===== src/rtl/mrd_fsm_seq_ctrl_if.sv =====
// Handshake and status bundle between the frame sequencer and its environment.
// The slave side is the sequencer; the master side supplies samples and stage pulses.
interface mrd_fsm_seq_ctrl_if #(
    parameter int wPTS = 12
);
    logic            clr;
    logic            sink_valid;
    logic            sink_sop;
    logic            sink_eop;
    logic [wPTS-1:0] cfg_dftpts;
    logic [2:0]      cfg_num_factors;
    logic            rd_end;
    logic            wr_end;
    logic            source_end;
    logic [2:0]      fsm;
    logic [2:0]      fsm_r;
    logic [2:0]      cur_stage;
    logic [2:0]      num_factors_lat;
    logic [wPTS-1:0] dftpts_lat;
    logic            sink_ready;
    logic            busy;
    logic            frame_done;
    logic            err_len;

    modport master (
        output clr, sink_valid, sink_sop, sink_eop, cfg_dftpts, cfg_num_factors,
               rd_end, wr_end, source_end,
        input  fsm, fsm_r, cur_stage, num_factors_lat, dftpts_lat,
               sink_ready, busy, frame_done, err_len
    );

    modport slave (
        input  clr, sink_valid, sink_sop, sink_eop, cfg_dftpts, cfg_num_factors,
               rd_end, wr_end, source_end,
        output fsm, fsm_r, cur_stage, num_factors_lat, dftpts_lat,
               sink_ready, busy, frame_done, err_len
    );
endinterface


===== src/rtl/mrd_fsm_seq_ctrl.sv =====
// Frame sequencer for the mixed-radix DFT memory engine. Accepts one frame,
// drains the write pipe, alternates Rd / Wait_wr_end once per radix stage,
// then hands the frame to the Source side. fsm and fsm_r are shared with the
// memory read/write blocks.
module mrd_fsm_seq_ctrl #(
    parameter int WAIT_CYC = 4,
    parameter int wPTS     = 12
) (
    input logic               clk,
    input logic               rst_n,
    mrd_fsm_seq_ctrl_if.slave bus
);
    typedef enum logic [2:0] {
        IDLE        = 3'd0,
        SINK        = 3'd1,
        WAIT_TO_RD  = 3'd2,
        RD          = 3'd3,
        WAIT_WR_END = 3'd4,
        SOURCE      = 3'd5
    } state_t;

    localparam logic [3:0]      WAIT_LAST = 4'(WAIT_CYC - 1);
    localparam logic [wPTS-1:0] ONE_PT    = wPTS'(1);

    state_t          state, state_nx;
    logic [2:0]      fsm_r;
    logic [2:0]      stage, stage_nx;
    logic [2:0]      nf_lat, nf_lat_nx;
    logic [wPTS-1:0] dp_lat, dp_lat_nx;
    logic [wPTS-1:0] sink_cnt, sink_cnt_nx, cnt_inc;
    logic [3:0]      wait_cnt, wait_cnt_nx;
    logic            done, done_nx;
    logic            err, err_nx;

    // Next-state, counters, latches and pulse decisions; abort overrides everything
    always_comb begin
        state_nx    = state;
        stage_nx    = stage;
        nf_lat_nx   = nf_lat;
        dp_lat_nx   = dp_lat;
        sink_cnt_nx = sink_cnt;
        wait_cnt_nx = '0;
        done_nx     = 1'b0;
        err_nx      = 1'b0;
        cnt_inc     = sink_cnt + ONE_PT;

        case (state)
            IDLE: begin
                if (bus.sink_valid && bus.sink_sop) begin
                    nf_lat_nx   = (bus.cfg_num_factors == 3'd0) ? 3'd1 : bus.cfg_num_factors;
                    dp_lat_nx   = bus.cfg_dftpts;
                    sink_cnt_nx = ONE_PT;
                    if (bus.sink_eop) begin
                        state_nx = WAIT_TO_RD;
                        err_nx   = (bus.cfg_dftpts != ONE_PT);
                    end else if (bus.cfg_dftpts == ONE_PT) begin
                        // single-point frame is already full on its SOP beat
                        state_nx = WAIT_TO_RD;
                        err_nx   = 1'b1;
                    end else begin
                        state_nx = SINK;
                    end
                end
            end
            SINK: begin
                // a repeated SOP is just another data beat
                if (bus.sink_valid) begin
                    sink_cnt_nx = cnt_inc;
                    if (bus.sink_eop) begin
                        state_nx = WAIT_TO_RD;
                        err_nx   = (cnt_inc != dp_lat);
                    end else if (cnt_inc == dp_lat) begin
                        state_nx = WAIT_TO_RD;
                        err_nx   = 1'b1;
                    end
                end
            end
            WAIT_TO_RD: begin
                if (wait_cnt == WAIT_LAST) begin
                    state_nx = RD;
                    stage_nx = 3'd0;
                end else begin
                    wait_cnt_nx = wait_cnt + 4'd1;
                end
            end
            RD: begin
                // a wr_end coinciding with rd_end is dropped on purpose
                if (bus.rd_end) begin
                    state_nx = WAIT_WR_END;
                end
            end
            WAIT_WR_END: begin
                if (bus.wr_end) begin
                    if (stage == nf_lat - 3'd1) begin
                        state_nx = SOURCE;
                    end else begin
                        state_nx = RD;
                        stage_nx = stage + 3'd1;
                    end
                end
            end
            SOURCE: begin
                if (bus.source_end) begin
                    state_nx = IDLE;
                    stage_nx = 3'd0;
                    done_nx  = 1'b1;
                end
            end
            default: begin
                state_nx = IDLE;
                stage_nx = 3'd0;
            end
        endcase

        if (bus.clr) begin
            state_nx    = IDLE;
            stage_nx    = 3'd0;
            nf_lat_nx   = nf_lat;
            dp_lat_nx   = dp_lat;
            sink_cnt_nx = sink_cnt;
            wait_cnt_nx = '0;
            done_nx     = 1'b0;
            err_nx      = 1'b0;
        end
    end

    // State, delayed state copy, counters, latches and pulse registers
    always_ff @(posedge clk or negedge rst_n) begin
        if (!rst_n) begin
            state    <= IDLE;
            fsm_r    <= 3'd0;
            stage    <= 3'd0;
            nf_lat   <= 3'd0;
            dp_lat   <= '0;
            sink_cnt <= '0;
            wait_cnt <= '0;
            done     <= 1'b0;
            err      <= 1'b0;
        end else begin
            state    <= state_nx;
            fsm_r    <= state;
            stage    <= stage_nx;
            nf_lat   <= nf_lat_nx;
            dp_lat   <= dp_lat_nx;
            sink_cnt <= sink_cnt_nx;
            wait_cnt <= wait_cnt_nx;
            done     <= done_nx;
            err      <= err_nx;
        end
    end

    assign bus.fsm             = state;
    assign bus.fsm_r           = fsm_r;
    assign bus.cur_stage       = stage;
    assign bus.num_factors_lat = nf_lat;
    assign bus.dftpts_lat      = dp_lat;
    assign bus.sink_ready      = (state == IDLE) || (state == SINK);
    assign bus.busy            = (state != IDLE);
    assign bus.frame_done      = done;
    assign bus.err_len         = err;
endmodule

===== src/flat_wrapper.sv =====
// flat-port wrapper written by rule: the top's interface ports become plain ports
module mrd_fsm_seq_ctrl_flat 
#(
    parameter int WAIT_CYC = 4,
    parameter int wPTS     = 12
)
  (clk, rst_n, bus_clr, bus_sink_valid, bus_sink_sop, bus_sink_eop, bus_cfg_dftpts, bus_cfg_num_factors, bus_rd_end, bus_wr_end, bus_source_end, bus_fsm, bus_fsm_r, bus_cur_stage, bus_num_factors_lat, bus_dftpts_lat, bus_sink_ready, bus_busy, bus_frame_done, bus_err_len);
  mrd_fsm_seq_ctrl_if #(.wPTS(wPTS)) bus_i ();
  input logic clk;
  input logic rst_n;
  input wire logic [$bits(bus_i.clr)-1:0] bus_clr;
  input wire logic [$bits(bus_i.sink_valid)-1:0] bus_sink_valid;
  input wire logic [$bits(bus_i.sink_sop)-1:0] bus_sink_sop;
  input wire logic [$bits(bus_i.sink_eop)-1:0] bus_sink_eop;
  input wire logic [$bits(bus_i.cfg_dftpts)-1:0] bus_cfg_dftpts;
  input wire logic [$bits(bus_i.cfg_num_factors)-1:0] bus_cfg_num_factors;
  input wire logic [$bits(bus_i.rd_end)-1:0] bus_rd_end;
  input wire logic [$bits(bus_i.wr_end)-1:0] bus_wr_end;
  input wire logic [$bits(bus_i.source_end)-1:0] bus_source_end;
  output wire logic [$bits(bus_i.fsm)-1:0] bus_fsm;
  output wire logic [$bits(bus_i.fsm_r)-1:0] bus_fsm_r;
  output wire logic [$bits(bus_i.cur_stage)-1:0] bus_cur_stage;
  output wire logic [$bits(bus_i.num_factors_lat)-1:0] bus_num_factors_lat;
  output wire logic [$bits(bus_i.dftpts_lat)-1:0] bus_dftpts_lat;
  output wire logic [$bits(bus_i.sink_ready)-1:0] bus_sink_ready;
  output wire logic [$bits(bus_i.busy)-1:0] bus_busy;
  output wire logic [$bits(bus_i.frame_done)-1:0] bus_frame_done;
  output wire logic [$bits(bus_i.err_len)-1:0] bus_err_len;
  assign bus_i.clr = bus_clr;
  assign bus_i.sink_valid = bus_sink_valid;
  assign bus_i.sink_sop = bus_sink_sop;
  assign bus_i.sink_eop = bus_sink_eop;
  assign bus_i.cfg_dftpts = bus_cfg_dftpts;
  assign bus_i.cfg_num_factors = bus_cfg_num_factors;
  assign bus_i.rd_end = bus_rd_end;
  assign bus_i.wr_end = bus_wr_end;
  assign bus_i.source_end = bus_source_end;
  assign bus_fsm = bus_i.fsm;
  assign bus_fsm_r = bus_i.fsm_r;
  assign bus_cur_stage = bus_i.cur_stage;
  assign bus_num_factors_lat = bus_i.num_factors_lat;
  assign bus_dftpts_lat = bus_i.dftpts_lat;
  assign bus_sink_ready = bus_i.sink_ready;
  assign bus_busy = bus_i.busy;
  assign bus_frame_done = bus_i.frame_done;
  assign bus_err_len = bus_i.err_len;
  mrd_fsm_seq_ctrl #(.WAIT_CYC(WAIT_CYC), .wPTS(wPTS)) u_core (.clk(clk), .rst_n(rst_n), .bus(bus_i));
endmodule

===== config.mk =====
export PLATFORM = sky130hd
export DESIGN_NAME = mrd_fsm_seq_ctrl_flat
export DESIGN_NICKNAME = d
export VERILOG_FILES = /design/src/rtl/mrd_fsm_seq_ctrl_if.sv /design/src/rtl/mrd_fsm_seq_ctrl.sv /design/src/flat_wrapper.sv
export SDC_FILE = /design/constraint.sdc
export NUM_CORES = 1
export LEC_CHECK = 0
export ABC_AREA = 1
export CORE_UTILIZATION = 46
export DETAILED_ROUTE_END_ITERATION = 6
export GPL_TIMING_DRIVEN = 0
export PLACE_DENSITY = 0.76
export SETUP_SLACK_MARGIN = 0.02
export SYNTH_ARGS = -nofsm -noshare
export SYNTH_HDL_FRONTEND = slang
export SYNTH_SLANG_ARGS = --single-unit

===== constraint.sdc =====
create_clock -name clk -period 1.65 [get_ports clk]
set_clock_uncertainty 0.1 [all_clocks]
set_input_delay 0.4125 -clock clk [delete_from_list [all_inputs] [get_ports clk]]
set_output_delay 0.4125 -clock clk [all_outputs]
set_load 0.02 [all_outputs]

# --- Word-level counts from Yosys, hierarchy flattened ---
# Index checks and enable logic that the tools add are counted.
word_totals:
  regBits: 42
  in_bits: 24
  out_inout_bits: 28
  wordCells: 83
classes:
  add_sub_neg: 4
  eq_ne: 22
  muxes: 36
  bitwise_logic: 1
  reduce_logical: 11
ops:
  columns: ["operator", "count"]
  rows:
  - ["2-to-1 mux 3 bit", 16]
  - ["2-to-1 mux 12 bit", 2]
  - ["case mux 12 bit (2 select lines)", 1]
  - ["case mux 3 bit (6 select lines)", 1]
  - ["!= test 3 bit, second input constant", 5]
  - ["adder 12 x 1 -> 12 bit, second input constant", 1]
  - ["== test 12 x 1 -> 1 bit, second input constant", 1]
  - ["== test 12 bit", 1]
  - ["2-to-1 mux 4 bit", 3]
  - ["!= test 12 x 1 -> 1 bit, second input constant", 1]
  - ["!= test 12 bit", 1]
  - ["case mux 3 bit (4 select lines)", 1]
  - ["2-to-1 mux 1 bit", 10]
  - ["AND reduction 7 bit", 1]
  - ["== test 3 x 2 -> 1 bit, second input constant", 2]
  - ["== test 3 bit, second input constant", 2]
  - ["zero test 3 bit", 2]
  - ["!= test 3 x 2 -> 1 bit, second input constant", 2]
  - ["AND reduction 5 bit", 1]
  - ["adder 4 x 1 -> 4 bit, second input constant", 1]
  - ["== test 4 x 2 -> 1 bit, second input constant", 1]
  - ["!= test 2 x 1 -> 1 bit, second input constant", 2]
  - ["!= test 4 x 3 -> 1 bit, second input constant", 1]
  - ["AND reduction 4 bit", 1]
  - ["other kinds (14)", 14]

# --- Logic depth before layout (Yosys ltp) ---
logic_depth:
  depth_word: 7
  ltp_mapped: 16

# --- Worst setup path after synthesis ---
# No wires, ideal clock.
synth_path:
  kind: "register -> register"
  from: "register u_core.state[2] (netlist: u_core.bus.fsm[2])"
  to: "register u_core.sink_cnt[2]"
  setup_time_ns: 0.083
  arrival_time_ns: 1.762
  required_ns: 1.467
  setup_slack_ns: -0.295
  path_stages_with_launch: 9
  path_buffers: 1
  period_less_slack_ns: 1.945
  path_cell_list: "dfrtp_1 buf_2 nor2_1 nand2_1 nor2_1 inv_1 nor2_2 inv_1 o21ai_0"
synth_between:
  elab_chain_cells: 3
  word_cells_on_any_way: 7
synth_rtl:
  columns: ["item", "line_no", "source"]
  rows:
  - ["start, declared", "mrd_fsm_seq_ctrl.sv:25", "state_t state, state_nx;"]
  - ["start signal, assigned", "mrd_fsm_seq_ctrl.sv:140", "state <= state_nx;"]
  - ["== test 3 x 1 -> 1 bit or zero test 3 bit (tied branches)", "mrd_fsm_seq_ctrl.sv:47", "case (state)"]
  - ["!= test 2 bit (no source line) (tied with other cells)", null, null]
  - ["AND reduction 4 bit (no source line)", null, null]
  - ["end signal, assigned", "mrd_fsm_seq_ctrl.sv:145", "sink_cnt <= sink_cnt_nx;"]
  - ["end, declared", "mrd_fsm_seq_ctrl.sv:30", "logic [wPTS-1:0] sink_cnt, sink_cnt_nx, cnt_inc;"]
# Parallel ways exist; a longest one is shown, timed or not.
# A chain may end at the register's enable or synchronous reset.

# --- Worst setup path after layout ---
layout_path:
  from: "register u_core.sink_cnt[1]"
  to: "register u_core.err (netlist: u_core.bus.err_len)"
layout_between:
  elab_chain_cells: 7
  word_cells_on_any_way: 8
layout_rtl:
  columns: ["item", "line_no", "source"]
  rows:
  - ["adder 12 x 1 -> 12 bit (*)", "mrd_fsm_seq_ctrl.sv:45", "cnt_inc = sink_cnt + ONE_PT;"]
  - ["== test 12 bit", "mrd_fsm_seq_ctrl.sv:72", "end else if (cnt_inc == dp_lat) begin"]
  - ["2-to-1 mux 1 bit", "mrd_fsm_seq_ctrl.sv:72", null]
  - ["2-to-1 mux 1 bit (*)", "mrd_fsm_seq_ctrl.sv:69", "if (bus.sink_eop) begin"]
  - ["2-to-1 mux 1 bit (*)", "mrd_fsm_seq_ctrl.sv:67", "if (bus.sink_valid) begin"]
  - ["case mux 1 bit (2 select lines) (*)", "mrd_fsm_seq_ctrl.sv:47", null]
  - ["2-to-1 mux 1 bit (*)", "mrd_fsm_seq_ctrl.sv:115", "if (bus.clr) begin"]
  - ["named net u_core.err_nx", "mrd_fsm_seq_ctrl.sv:33", "logic err, err_nx;"]
  - ["end signal, assigned", "mrd_fsm_seq_ctrl.sv:148", "err <= err_nx;"]
  - ["end, declared", "mrd_fsm_seq_ctrl.sv:33", null]
# Mark *: on every way through the listed nets, which the timed path passes. The rest lies on a longest branch.

==> results.md <==
* Outcome: complete, but fails checks
* Failing checks: negative setup slack
* Area grow syn2layout at 55.3%
* Final nets at 451
* CP max stage delay at between 400 and 500 ps
* Clock Tree Root: clkbuf_8
* DRC at 0
* Worst R2R End: u_core.bus.err_len$_DFF_PN0_
* Max Slew Vio Count at 0
* Crit path capture type: flop
* Clk_lat worst skew at 310 ps
* Vias at between 2000 and 3000
* Max IR drop VDD at between 800 and 900 uV
* Hold WC Path Type: in -> reg
* Slew Limit Headroom at approximately 80%
* CP Max Fanout at 4
* Final instance area at 0.00381 mm^2
* Clk sinks at between 40 and 50
* DR vias/cell at 5.33
* Synth top area share at between 40% and 50%
* Largest family of logic cells by synthesized area: simple AND/OR/NAND/NOR gates
* Post-DP HPWL at 4650 um
* DR iter-0 viols at 181
* Synth Area in Compound Gates at under 10%
* WP data arrival at about 2200 ps
* Power per cell area at approximately 1400 mW/mm^2
* Final antenna-violating net count at 0
* Max-cap violation count at 0
* Sw frac at between 40% and 50%
* Post-Syn Instances at 333
* Sequential share of power at between 30% and 40%
* Slew @ Worst Pin at around 300 ps
* Critical Path RT at roughly 1700 ps
* Top cells by area, synth: dfrtp_1 43%, nand2_1 13%, nand3_1 8.2%, inv_1 7.3%, o21ai_0 5.7%
* Grt total ovfl at 0
* Cts bufs inserted at 5
* Critical path cell sequence: ha_4, xor2_1, a21oi_1, nand4_1, nor2_4, buf_4, nand3_1, nand3_2, a21oi_2
* Syn Std Cell Area at around 0.0025 mm^2
* Vias in the first global route at roughly 2400
* Die area at between 0.005 and 0.006 mm^2
* Ports at 52
* Combinational share of power at 50.6%
* Final hold vios at 0
* Critical path class: reg -> reg
* Synth Net Count at ~360
* Tcrit/Tclk final at 127%
* Worst path slowest cell: dfrtp_2
* Largest net degree at the start of global routing at 35
* Initial antenna violation count at 0
* DR pass1 iterations at 4
* Synth Area in XOR/XNOR at 3.57%
* First-pass GRT wire length at about 11000 um
* Synth area leader: dfrtp_1
* Die X at 75.0 um
* Smallest hold slack at ~300 ps
* Yosys cell types at 26
* Layout cells sized above 1 at around 33%
* Clk pwr share at about a fifth
* CP Launch Type: flop
* Total internal power at 0.00312 W
* Hold Startpoint: bus_clr
* Die H at 75.0 um
* Worst setup margin at -441 ps
* Mean Syn Cell Area at approximately 7.4 um^2
* Filler cell count at 387
* R2R Setup Slk at -440 ps
* Yosys reg bits at between 40 and 50
* Post-synthesis mux area share at 0%
* Worst Hold Path EP: u_core.bus.err_len$_DFF_PN0_
* Synth Area in Simple Gates at between 30% and 40%
* DR WL/cell at approximately 15 um
* Cells on Worst Hold Path at 2
* ANT cells at 0
* Total Routed Length at about 7600 um
* RSZ-0062 raised after global routing: yes
* CTS tree: yes
* Max Freq at 0.478 GHz
* Clock buffer depth at 2
* Yosys warnings at 0
* Clock transition at path regs at 80 ps
* Adder-cell share of the synthesized area at ~3.6%
* RePlAce Congestion at between 0.8 and 0.9
* Initial Util at roughly 48%
* Final Setup Violations at 10
* Core area at 0.00511 mm^2
* Placed inst area at around 0.0031 mm^2
* Leak Pwr at about 1.7 nW
* Total GRT Usage at a little over a quarter
* CTS HTree Levels at 2
* Reg-to-Reg Start: u_core.sink_cnt[1]$_DFFE_PN0P_
* Row Count at 26
* Part of the Yosys area used for sequential elements at around 43%
* PortBufs at 50
* Reg2reg path depth at 9
* Fin crit period at roughly 2100 ps
* Net Sw Power at about 0.0022 W
worst max-delay path: cells and delay by family (launching register included):
family,cells,cell delay (ps)
buffers and inverters,1,120
DFF,1,470
AOI/OAI and AO/OA,2,260
and+or+nand+nor,4,590
xor gates and xnor gates,1,170
adders and majority gates,1,260
worst max path at each step:
stage / from / to / slack (ps) / depth (start not counted)
after floorplan: u_core.sink_cnt[1]$_DFFE_PN0P_ / u_core.bus.fsm[1]$_DFFE_PN0P_ / -90 / 14
after CTS: u_core.sink_cnt[1]$_DFFE_PN0P_ / u_core.bus.fsm[1]$_DFFE_PN0P_ / -310 / 14
final: u_core.sink_cnt[1]$_DFFE_PN0P_ / u_core.bus.err_len$_DFF_PN0_ / -440 / 9
after global routing: u_core.sink_cnt[1]$_DFFE_PN0P_ / u_core.bus.fsm[0]$_DFFE_PN0P_ / -540 / 10
after detailed placement: bus_cfg_dftpts[1] / u_core.bus.fsm[1]$_DFFE_PN0P_ / -710 / 9
after global placement: rst_n / u_core.bus.fsm[2]$_DFFE_PN0P_ / -1200 / 1
metrics by stage:
stage | worst slack [ps] | utilization [%] | instances | total power [W] | setup TNS, ps
3_5_place_dp | -707 | 61.1 | 454 | 0.00379 | -12700
4_1_cts | -308 | 68.4 | 481 | 0.00485 | -1580
5_1_grt | -542 | 74.5 | 491 | 0.00565 | -3830
6_report | -441 | 74.5 | 491 | 0.00533 | -2510
2_1_floorplan | -85.6 | - | 333 | 0.00292 | -264
3_3_place_gp | -1200 | 60.8 | 453 | 0.00376 | -56970
repair_timing:
action                                 in CTS  in global routing
setup endpoints to repair                  61                 40
buffers inserted                           18                  9
pin swaps                                  16                 29
gates cloned                                0                  1
resized for setup                          67                 90
hold buffers                                1                  0
endpoints found under the hold margin       8                  0
layer usage:
layer / track usage, % / vias to the layer above / share of wire (%)
met4: 12.4 / 0 / 3.1
met5: 0 / - / 0
met3: 5.49 / 24 / 6.0
met2: 46.7 / 101 / 54
met1: 31.4 / 1238 / 37
li1: - / 1252 / -
cell usage in the layout (no fill, tap or decap), drive strengths merged, types with 3 or more instances in the layout:
cell type and n:
a21oi 7, buf 38, clkbuf 11, clkdlybuf4s50 19, dfrtp 42, dlygate4sd2 21, ha 7, inv 48
nand2 88, nand3 41, nand4 3, nor2 30, nor3 9, o21ai 29, o22ai 5, xnor2 3
xor2 7
power by group through the flow:
stage                     Clock [W]  Sequential (W)  Combinational [W]
after global placement            0         0.00162            0.00214
after CTS                   0.00103         0.00156            0.00226
after detailed placement          0         0.00163            0.00217
after global routing        0.00107         0.00165            0.00293
after floorplan                   0         0.00186            0.00105
final                       0.00102         0.00161            0.00270
final cells by class:
cell class	count	area [um^2]	area share, %
sequential	42	1060	27.9
multi-input combinational	236	1510	39.7
timing repair buffer	80	751	19.7
tap	70	87.6	2.30
buffer	7	66.3	1.74
clock buffer	6	82.6	2.17
clock inverter	2	60.1	1.58
inverter	48	188	4.93
cell usage after synthesis:
cell	count
nand2_2	3
buf_2	4
nor3_1	9
and3_1	1
a22o_1	1
inv_1	48
buf_4	1
nor4_1	2
nand4_1	3
clkbuf_1	2
xnor2_1	3
nor2_4	2
dfrtp_1	42
nor4b_1	1
o21ai_2	1
nor2_1	26
ha_1	7
nand3_2	1
nor2_2	2
xor2_1	7
nand3_1	40
a21oi_1	7
nand2_1	85
nor3b_1	2
o22ai_1	5
o21ai_0	28
flip-flops by register name, summed over array words and instances (netlist names):
register                    count
u_core.wait_cnt                 4
u_core.bus.num_factors_lat      3
u_core.bus.fsm_r                3
u_core.bus.frame_done           1
u_core.bus.cur_stage            3
u_core.sink_cnt                12
u_core.bus.dftpts_lat          12
u_core.bus.err_len              1
u_core.bus.fsm                  3
cells by family (layout without fill, tap and decap cells):
family / Yosys count / after routing
compound gates: 42 / 42
xor+xnor: 10 / 10
fa+ha+maj: 7 / 7
buf+inv: 55 / 143
flops: 42 / 42
simple gates: 177 / 177
(Power assumes the default switching activity.)
